===== config.mk =====
export PLATFORM = sky130hd
export DESIGN_NAME = e_strip
export DESIGN_NICKNAME = d
export VERILOG_FILES = /design/src/rtl/e_strip_pkg.sv /design/src/rtl/e_strip_fifo.sv /design/src/rtl/e_strip.sv
export SDC_FILE = /design/constraint.sdc
export NUM_CORES = 1
export LEC_CHECK = 0
export ABC_AREA = 1
export CAP_MARGIN = 20
export CELL_PAD_IN_SITES_DETAIL_PLACEMENT = 1
export CELL_PAD_IN_SITES_GLOBAL_PLACEMENT = 2
export CORE_ASPECT_RATIO = 0.9
export CORE_MARGIN = 1.5
export CORE_UTILIZATION = 36
export DETAILED_ROUTE_END_ITERATION = 7
export PLACE_DENSITY_LB_ADDON = 0.1
export REMOVE_ABC_BUFFERS = 1
export SYNTH_ARGS = -nofsm -noshare
export SYNTH_HDL_FRONTEND = slang
export SYNTH_SLANG_ARGS = --single-unit

===== constraint.sdc =====
create_clock -name clk -period 4 [get_ports clk]
set_clock_uncertainty 0.15 [all_clocks]
set_input_delay 0.8 -clock clk [delete_from_list [all_inputs] [get_ports clk]]
set_output_delay 0.8 -clock clk [all_outputs]
set_load 0.05 [all_outputs]

===== src/rtl/e_strip_pkg.sv =====
// Shared types and constants for the byte-offset datapath (add side and strip side).
// Latency: n/a (declarations only).
// Backpressure: n/a.
package e_pkg;

  typedef logic [7:0] byte_t;

  // Offset added upstream and removed here; one constant keeps both ends in step.
  localparam byte_t E_OFFSET = 8'h10;

  // Remove the datapath offset, modulo 256.
  function automatic byte_t strip_offset(input byte_t raw, input byte_t off);
    return raw - off;
  endfunction

endpackage


===== src/rtl/e_strip_fifo.sv =====
// Elastic byte FIFO: storage, wrapping pointers and occupancy level.
// Latency: a push at edge N is visible at the head after edge N (no bypass).
// Backpressure: caller must gate push on level != DEPTH and pop on level != 0.
module e_strip_fifo
  import e_pkg::*;
#(
  parameter int DEPTH = 4
) (
  input  logic                   clk,
  input  logic                   rst_n,
  input  logic                   push,
  input  byte_t                  push_dat,
  input  logic                   pop,
  output byte_t                  head_dat,
  output logic [$clog2(DEPTH):0] level
);

  localparam int AW = $clog2(DEPTH);
  localparam int LW = AW + 1;

  byte_t          mem [DEPTH];
  logic [AW-1:0]  wr_ptr_q, wr_ptr_d;
  logic [AW-1:0]  rd_ptr_q, rd_ptr_d;
  logic [LW-1:0]  level_q,  level_d;

  // Next-state for pointers and occupancy; pointers wrap naturally at DEPTH.
  always_comb begin
    wr_ptr_d = wr_ptr_q;
    rd_ptr_d = rd_ptr_q;
    level_d  = level_q;
    if (push) wr_ptr_d = wr_ptr_q + AW'(1);
    if (pop)  rd_ptr_d = rd_ptr_q + AW'(1);
    case ({push, pop})
      2'b10:   level_d = level_q + LW'(1);
      2'b01:   level_d = level_q - LW'(1);
      default: level_d = level_q;
    endcase
  end

  // Control state clears asynchronously so in-flight data is dropped at once.
  always_ff @(posedge clk or negedge rst_n) begin
    if (!rst_n) begin
      wr_ptr_q <= '0;
      rd_ptr_q <= '0;
      level_q  <= '0;
    end else begin
      wr_ptr_q <= wr_ptr_d;
      rd_ptr_q <= rd_ptr_d;
      level_q  <= level_d;
    end
  end

  // Storage is not reset; entries are meaningless while the FIFO is empty.
  always_ff @(posedge clk) begin
    if (push) mem[wr_ptr_q] <= push_dat;
  end

  assign head_dat = mem[rd_ptr_q];
  assign level    = level_q;

endmodule


===== src/rtl/e_strip.sv =====
// Strips the datapath offset from each received byte through an elastic FIFO, counting deliveries.
// Latency: one cycle from accepted input to out_valid; one byte/cycle sustained.
// Backpressure: in_ready = !full from registered state only; a full FIFO refuses push even when popping.
module e_strip
  import e_pkg::*;
#(
  parameter int    DEPTH  = 4,
  parameter byte_t OFFSET = E_OFFSET
) (
  input  logic                   clk,
  input  logic                   rst_n,
  input  logic                   in_valid,
  input  logic [7:0]             in_data,
  output logic                   in_ready,
  output logic                   out_valid,
  output logic [7:0]             out_data,
  input  logic                   out_ready,
  output logic [$clog2(DEPTH):0] level,
  output logic [15:0]            byte_count
);

  localparam int             LW   = $clog2(DEPTH) + 1;
  localparam logic [LW-1:0]  FULL = LW'(DEPTH);

  logic [1:0]    rst_sync_q, rst_sync_d;
  logic [15:0]   byte_count_q, byte_count_d;
  logic [LW-1:0] fifo_level;
  byte_t         head_dat;
  logic          push;
  logic          pop;

  // Handshake decode: flags come from registered level and the synchronised reset only.
  always_comb begin
    in_ready  = rst_sync_q[1] && (fifo_level != FULL);
    out_valid = (fifo_level != '0);
    push      = in_valid && in_ready;
    pop       = out_valid && out_ready;
  end

  // Shift a one into the two-flop reset synchroniser; release is edge-aligned.
  always_comb begin
    rst_sync_d = {rst_sync_q[0], 1'b1};
  end

  // Asynchronous assert, synchronous release of the push enable.
  always_ff @(posedge clk or negedge rst_n) begin
    if (!rst_n) rst_sync_q <= '0;
    else        rst_sync_q <= rst_sync_d;
  end

  // Delivered-byte counter sticks at all-ones instead of wrapping.
  always_comb begin
    byte_count_d = byte_count_q;
    if (pop && (byte_count_q != 16'hFFFF)) byte_count_d = byte_count_q + 16'd1;
  end

  // Counter clears with reset like the rest of the control state.
  always_ff @(posedge clk or negedge rst_n) begin
    if (!rst_n) byte_count_q <= '0;
    else        byte_count_q <= byte_count_d;
  end

  e_strip_fifo #(
    .DEPTH    (DEPTH)
  ) u_fifo (
    .clk      (clk),
    .rst_n    (rst_n),
    .push     (push),
    .push_dat (in_data),
    .pop      (pop),
    .head_dat (head_dat),
    .level    (fifo_level)
  );

  // The raw byte is stored; the offset is removed on the read side.
  assign out_data   = strip_offset(head_dat, OFFSET);
  assign level      = fifo_level;
  assign byte_count = byte_count_q;

endmodule


---- Word level (Yosys, flattened, before mapping) ----
Memories as Yosys holds them, arrays and structs flattened.
Cells that the tools add are included.
word-level totals
  register bits after elaboration ......... 25
  output and inout port bits .............. 29
  RAM bits ................................ 32
  memories kept ........................... 1
  bits in latches ......................... 0
  ROM bits ................................ 0
memories
  name        depth  bits a word  read ports  clocked after Yosys merged registers in  wr ports  line                source
  u_fifo.mem  4      8            1           0                                        1         e_strip_fifo.sv:21  byte_t mem [DEPTH];
operators by class
  reductions and logical operators ........ 6
  bitwise gates (word level) .............. 0
  eq/ne operators ......................... 4
  shift-type cells ........................ 0
  add/subtract/negate cells ............... 6
  mux-type cells .......................... 3
  div/mod/pow operators ................... 0
  order comparisons ....................... 0
  multipliers ............................. 0
operators by type and width
  operator                                          count
  adder 16 x 1 -> 16 bit, second input constant     1
  != test 16 bit, second input constant             1
  subtractor 8 x 5 -> 8 bit, second input constant  1
  one-hot mux 3 bit (2 select lines)                1
  adder 2 x 1 -> 2 bit, second input constant       2
  logical AND 1 bit                                 4
  adder 3 x 1 -> 3 bit, second input constant       1
  != test 3 bit, second input constant              1
  nonzero test 3 bit                                1
  subtractor 3 x 1 -> 3 bit, second input constant  1
  == test 2 x 1 -> 1 bit, second input constant     1
  == test 2 bit, second input constant              1
  two-way mux 1 bit                                 2
  nonzero test 2 bit                                1

---- Longest topological paths before layout ----
Gate-level depths: netlist (run 1).
  depth in word-level cells ............... 5
  gate-level depth with buffers ........... 10
  mapped depth without buffers ............ 10

---- By module ----
From an unflattened synthesis (run 1), not the netlist that was laid out.
unflattened totals
  cells, all modules ...................... 317
  area, all modules ....................... 2865.2 um2
modules (own cells, without submodules)
  module        cells an instance  sequential area each (um2)  times used  area an instance (um2)
  e_strip_fifo  154                1136.1                      1           1731.7
  e_strip       163                450.4                       1           1133.6

---- Worst setup path after synthesis (run 1) ----
No wires, ideal clock.
  path kind ............................... flip-flop to flip-flop
  start ................................... register u_fifo.level_q[1], in the netlist u_fifo.level[1]
  end ..................................... register u_fifo.level_q[1], in the netlist u_fifo.level[1]
  slack ................................... 585 ps
  arrival ................................. 3183 ps
  path buffers ............................ 0
  setup time .............................. 83 ps
  cell stages (with the launch flop) ...... 8
  cell sequence ........................... dfrtp_1 nor2_1 a21boi_0 nand2_2 ha_1 inv_1 fa_1 o21ai_0
on the way
  cells in the longest elaborated chain, start to end .. 5
  elaborated cells on any way between the ends .. 11
ends and longest elaborated chain
  what                                                                             line                source
  start, declared                                                                  e_strip_fifo.sv:24  logic [LW-1:0] level_q, level_d;
  start signal, assigned                                                           e_strip_fifo.sv:49  level_q <= level_d;
  != test 3 bit (*)                                                                e_strip.sv:34       in_ready = rst_sync_q[1] && (fifo_level != FULL);
  logical AND 1 bit (*)                                                            e_strip.sv:34
  named net in_ready                                                               e_strip.sv:14       output logic in_ready,
  logical AND 1 bit (*)                                                            e_strip.sv:36       push = in_valid && in_ready;
  == test 2 x 1 -> 1 bit / == test 2 bit (equally long branches)                   e_strip_fifo.sv:33  case ({push, pop})
  one-hot mux 3 bit (2 select lines) / nonzero test 2 bit (equally long branches)  --
Mark *: on every way through the listed nets, which the timed path passes. The rest lies on a longest branch.
A chain may end at the register's enable or synchronous reset.

---- Final worst setup path (run 1) ----
  start ................................... register u_fifo.rd_ptr_q[0]
  end ..................................... output port out_data[6]
on the way
  cells in the longest elaborated chain, start to end .. 2
ends and longest elaborated chain
  what                       line                source
  start, declared            e_strip_fifo.sv:23  logic [AW-1:0] rd_ptr_q, rd_ptr_d;
  start signal, assigned     e_strip_fifo.sv:48  rd_ptr_q <= rd_ptr_d;
  memory (4 x 8 bit)         --
  subtractor 8 x 5 -> 8 bit  e_strip_pkg.sv:13   return raw - off;
  end, declared              e_strip.sv:16       output logic [7:0] out_data,
Every way passes these cells.

==> impl_metrics.toml, run 1 <==
[run_status]
outcome = "finished clean"

[floorplanning]
dieHeight_um = 85.9
num_rows = 30
die_area_um2 = 8160
coreArea_um2 = 7470
boundaryPins = 41
dieWidth_um = 95.1
start_util = 0.368

[setup_path]
crit_path_start_kind = "flop"
end_kind = "output port"
cp.required_ns = 3.05
critPathSlowestCell = "clkdlybuf4s50_1"
critPathMaxFanout = 15
max_stage_delay_ns = 0.81
path_cells = "inv_1 -> nand2_1 -> nand3_1 -> nand2_1 -> ha_1 -> xnor2_1 -> clkdlybuf4s50_1"
arrival_ns = 2.56
critPathTopFamily = "buffers and inverters"
critPathMostFrequentCell = "nand2_1"
critPathBufInv = 2
critPathKind = "reg2out"

[power]
p_leak_nw = 1.43
p_per_area_nw_per_um2 = 750
finalPower_w = 0.00260
peakVddDrop_uv = 441

[yosys]
synthFlopType = "edfxtp_1"
netlist.area_leader.share = 0.350
ys_top_cells_by_count = "93 x nand2_1, 34 x nor2_1, 32 x edfxtp_1"
synthCells = 291
syn_avg_cell_area_um2 = 9.44
yosysUniqueCellTypes = 27
async_flop_share = 0.439
synth_area_um2 = 2750
synth-edff-count = 32
ys_ff_latch = 57
ys_seq_area_frac = 0.578
yosys_warnings = 0
synth_top_area_cell = "edfxtp_1"
synth.most_common_cell = "nand2_1"
synthTopCellsByArea = "edfxtp_1 35%, dfrtp_1 23%, nand2_1 13%"

[grt]
grt_max_degree = 26
grt_pass1_vias = 2054
overflow = 0
grt_pass1_wl_um = 10300
grt_usage = 0.169
antenna_found_initial = 0

[detailed_routing]
dr.first_iter.drc_count = 54
routedWlPerCell_um = 14.0
post-route-drc-count = 0
finalWirelength_um = 6140
vias = 2062
dr.pass1.iters = 4
via_per_inst = 4.69
drtAntennaViolNets = 0

[clock_tree]
cts_resized = 0
hold_buffers = 0
cts_sinks = 57
clock_path_buffers = 2
htreeDepth = 3
clock_latency_ns = 0.33
post_cts_buffers = 0
cts_root_buf = "clkbuf_8"
clk_pin_slew_ns = 0.07
cts_tree = "built"
numCtsBuffers = 9

[sta]
fin_tns_setup_ns = 0
whs_ns = 0.210
worstMarginPinSlew_ns = 0.886
rsz0062_at_grt = "false"
slew_headroom = 0.407
setup-violations-final = 0
period_needed_ns = 3.51
timing.final.crit_share = 0.878
fmax_mhz = 285
slew_viol_final = 0
hold_viol = 0

[finish]
final_area_um2 = 3470
fin_nets = 359
area_growth_pct = 26.3
antennaDiodeCount = 0
drive_gt1_frac = 0.0901
fillers = 875
final_core_util = 0.464
ff_latch_area_um2 = 1590
multi_input_area_um2 = 1010

[placement]
gp_congestion = 0.718
dp_hpwl_um = 4390
placed_area_um2 = 3250
io_buffer_count = 40

[worst_hold_path]
worstHoldPathType = "reg2reg"

[flow_run]
maxCapViolCount = 0
==> worst paths after layout <==
kind	startpoint	to	slack, ns	cells after the start
hold / removal	rst_sync_q[0]	rst_sync_q[1]	0.21	0
min in group asynchronous	rst_n	byte_count[14]	0.70	2
setup / recovery	u_fifo.rd_ptr_q[0]	out_data[6]	0.49	7
hold reg to reg	rst_sync_q[0]	rst_sync_q[1]	0.21	0
max in group asynchronous	rst_n	byte_count[5]	2.73	2
setup reg to reg	u_fifo.level[0]	u_fifo.mem[2][4]	1.78	4
==> registers in the layout, summed over array words and instances (netlist names) <==
register         count
u_fifo.mem          32
byte_count          16
u_fifo.level         3
rst_sync_q           2
u_fifo.rd_ptr_q      2
u_fifo.wr_ptr_q      2
==> report_power, final <==
group	switching [W]	total, W	internal, W
Sequential	0.0000868	0.000807	0.000721
Combinational	0.000819	0.00121	0.000391
Clock	0.000237	0.000586	0.000349
==> metrics by stage <==
stage                     setup WS [ns]  std cells
final                             0.487        440
after detailed placement          0.837        424
after CTS                         0.481        440
after global routing              0.285        440
after global placement            0.926        424
after floorplan                   0.585        285
==> worst register-to-register path, stage by stage (launching register included) <==
cell and delay, ns:
dfrtp_1 0.41, nor2_1 0.07, a21boi_0 0.31, nand2_2 0.19
nor2_1 0.72
==> layout by cell type (no fill, tap or decap) <==
| cell | Yosys | layout |
|---|---|---|
| clkdlybuf4s50_1 | 0 | 40 |
| a21boi_0 | 1 | 1 |
| conb_1 | 1 | 1 |
| xor2_1 | 3 | 3 |
| clkbuf_8 | 0 | 9 |
| o22ai_1 | 4 | 4 |
| inv_2 | 5 | 5 |
| dfrtp_1 | 25 | 25 |
| nand3_2 | 1 | 1 |
| bufinv_16 | 0 | 2 |
| o21ai_0 | 14 | 14 |
| nand3b_1 | 2 | 2 |
| nand3_1 | 12 | 12 |
| fa_1 | 1 | 1 |
| nand4_1 | 5 | 5 |
| nand2_1 | 93 | 93 |
| inv_1 | 24 | 24 |
| a21oi_1 | 3 | 3 |
| nand2_2 | 2 | 2 |
| nor2_4 | 2 | 2 |
| nand2_4 | 1 | 1 |
| nand2_8 | 1 | 1 |
| nor2_1 | 34 | 34 |
| o21ai_1 | 2 | 2 |
| clkinvlp_4 | 0 | 4 |
| buf_4 | 0 | 3 |
| xnor2_1 | 10 | 10 |
| ha_1 | 7 | 7 |
| edfxtp_1 | 32 | 32 |
| clkinv_2 | 0 | 1 |
==> logic make-up (layout without fill, tap and decap cells) <==
family          after synthesis  after routing  synth area share
buf+inv                      35             88            0.0538
fa+ha+maj                     8              8            0.0392
xor+xnor                     13             13            0.0415
compound gates               24             24            0.0465
simple gates                153            153             0.240
other cells                   1              1           0.00137
flops                        57             57             0.578
==> layer usage <==
metal / track usage / wire length, um / vias to the layer above
met2: 0.250 / 2750 / 39
li1: - / - / 1028
met4: 0.0516 / 74 / 0
met5: 0 / 0 / -
met3: 0.0532 / 219 / 6
met1: 0.237 / 3090 / 989
==> layout make-up <==
class / count / share of cell area
sequential: 57 / 0.457
multi-input combinational: 199 / 0.292
timing repair buffer: 43 / 0.122
clock buffer: 9 / 0.0357
tap: 96 / 0.0346
inverter: 29 / 0.0314
clock inverter: 7 / 0.0274
Power figures use the tool's default switching activity.
==> inputs of run 2 (changes only) <==
--- a/config.mk
+++ b/config.mk
@@ -6,7 +6,7 @@
 export NUM_CORES = 1
 export LEC_CHECK = 0
 export ABC_AREA = 1
-export CAP_MARGIN = 20
+export CAP_MARGIN = 5
 export CELL_PAD_IN_SITES_DETAIL_PLACEMENT = 1
 export CELL_PAD_IN_SITES_GLOBAL_PLACEMENT = 2
 export CORE_ASPECT_RATIO = 0.9
==> constraint.sdc (replaced) <==
create_clock -name clk -period 4.1 [get_ports clk]
set_clock_uncertainty 0.15 [all_clocks]
set_input_delay 0.82 -clock clk [delete_from_list [all_inputs] [get_ports clk]]
set_output_delay 0.82 -clock clk [all_outputs]
set_load 0.05 [all_outputs]
==> impl_metrics.toml, run 2 (same netlist as run 1, synthesis figures left out) <==
[detailed_routing]
vias = 2068
routedWlPerCell_um = 14.1
dr.pass1.iters = 4
finalWirelength_um = 6190
via_per_inst = 4.70
dr.first_iter.drc_count = 49
post-route-drc-count = 0
drtAntennaViolNets = 0

[run_status]
outcome = "finished clean"

[finish]
final_cell_mix = "93 x nand2_1, 40 x clkdlybuf4s50_1, 34 x nor2_1"
layout.cells.most_common = "nand2_1"
area_growth_pct = 26.8
antennaDiodeCount = 0
fin_nets = 359
largest_reg_flops = 32
final_core_util = 0.466
regMostFlops = "u_fifo.mem"
drive_gt1_frac = 0.0872

[floorplanning]
dieHeight_um = 85.9
die_area_um2 = 8160
num_rows = 30
coreArea_um2 = 7470
start_util = 0.368
dieWidth_um = 95.1
boundaryPins = 41

[worst_hold_path]
worstHoldPathType = "reg2reg"
hold_path_depth = 0

[clock_tree]
numCtsBuffers = 9
cts_resized = 0
clock_latency_ns = 0.33
clock_path_buffers = 2
cts_sinks = 57
clk_pin_slew_ns = 0.06
htreeDepth = 3
cts_tree = "built"
cts_root_buf = "clkbuf_8"
post_cts_buffers = 0
hold_buffers = 0

[sta]
worstMarginPinSlew_ns = 0.858
timing.final.crit_share = 0.862
setup-violations-final = 0
fin_tns_setup_ns = 0
fmax_mhz = 283
period_needed_ns = 3.53
hold_viol = 0
slew_headroom = 0.426
rsz0062_at_grt = "false"
slew_viol_final = 0

[flow_run]
maxCapViolCount = 0

[setup_path]
critPathMaxFanout = 15
arrival_ns = 2.56
critPathKind = "reg2out"
crit_path_start_kind = "flop"
cp.required_ns = 3.13
end_kind = "output port"
ff2ff_path_depth = 4

[grt]
grt_pass1_vias = 2070
antenna_found_initial = 0
grt_max_degree = 26
grt_pass1_wl_um = 10400
overflow = 0
grt_usage = 0.173

[power]
peakVddDrop_uv = 504
p_leak_nw = 1.45
p_per_area_nw_per_um2 = 742

[placement]
io_buffer_count = 40
gp_congestion = 0.718
dp_hpwl_um = 4450
## run 2: cell type report
| cell class | instances | area [um^2] |
|---|---|---|
| Clock buffer | 9 | 124 |
| Clock inverter | 7 | 109 |
| Fill cell | 864 | 3990 |
| Inverter | 29 | 109 |
| Multi-Input combinational cell | 199 | 1010 |
| Sequential cell | 57 | 1590 |
| Tap cell | 96 | 120 |
| Timing Repair Buffer | 43 | 423 |
## run 2: where the power goes
| part | internal (W) | switching (W) | total, W |
|---|---|---|---|
| Clock | 0.000398 | 0.000221 | 0.000619 |
| Combinational | 0.000381 | 0.000796 | 0.00118 |
| Sequential | 0.000703 | 0.0000846 | 0.000788 |
## run 2: worst paths after layout
check | from | to | slack (ns)
setup / recovery | u_fifo.rd_ptr_q[0] | out_data[6] | 0.57
hold / removal | rst_sync_q[0] | rst_sync_q[1] | 0.21
setup reg to reg | u_fifo.level[1] | u_fifo.mem[0][1] | 1.86
hold reg to reg | rst_sync_q[0] | rst_sync_q[1] | 0.21
max in group asynchronous | rst_n | u_fifo.rd_ptr_q[0] | 2.82
min in group asynchronous | rst_n | byte_count[10] | 0.71
## run 2: metal layers
layer / wire (um) / track usage / up-vias
li1: - / - / 1030
met1: 3080 / 0.241 / 993
met2: 2830 / 0.255 / 39
met3: 203 / 0.0541 / 6
met4: 68 / 0.0529 / 0
met5: 0 / 0 / -
## run 2: worst max-delay path, stage by stage (launching register included)
cell and delay (ns):
dfrtp_1 0.38, inv_1 0.36, nand2_1 0.10, nand3_1 0.10, nand2_1 0.12, ha_1 0.22, xnor2_1 0.14, clkdlybuf4s50_1 0.81
## run 2: through the flow
stage | cells | total power, W | hold WS (ns) | worst slack, ns | instance area [um^2]
global placement | 424 | 0.00197 | 0.192 | 1.01 | 3250
floorplan | 285 | 0.00159 | 0.181 | 0.672 | 2710
CTS | 440 | 0.00262 | 0.218 | 0.539 | 3480
finish | 440 | 0.00258 | 0.213 | 0.566 | 3480
detailed placement | 424 | 0.00199 | 0.202 | 0.929 | 3250
global route | 440 | 0.00275 | 0.218 | 0.373 | 3480
==> inputs of run 3 (changes only) <==
--- a/config.mk
+++ b/config.mk
@@ -18,3 +18,4 @@
 export SYNTH_ARGS = -nofsm -noshare
 export SYNTH_HDL_FRONTEND = slang
 export SYNTH_SLANG_ARGS = --single-unit
+export TNS_END_PERCENT = 100
==> results of run 3 <==
Same layout as run 2: the final DEF is identical, and so are final timing and power.
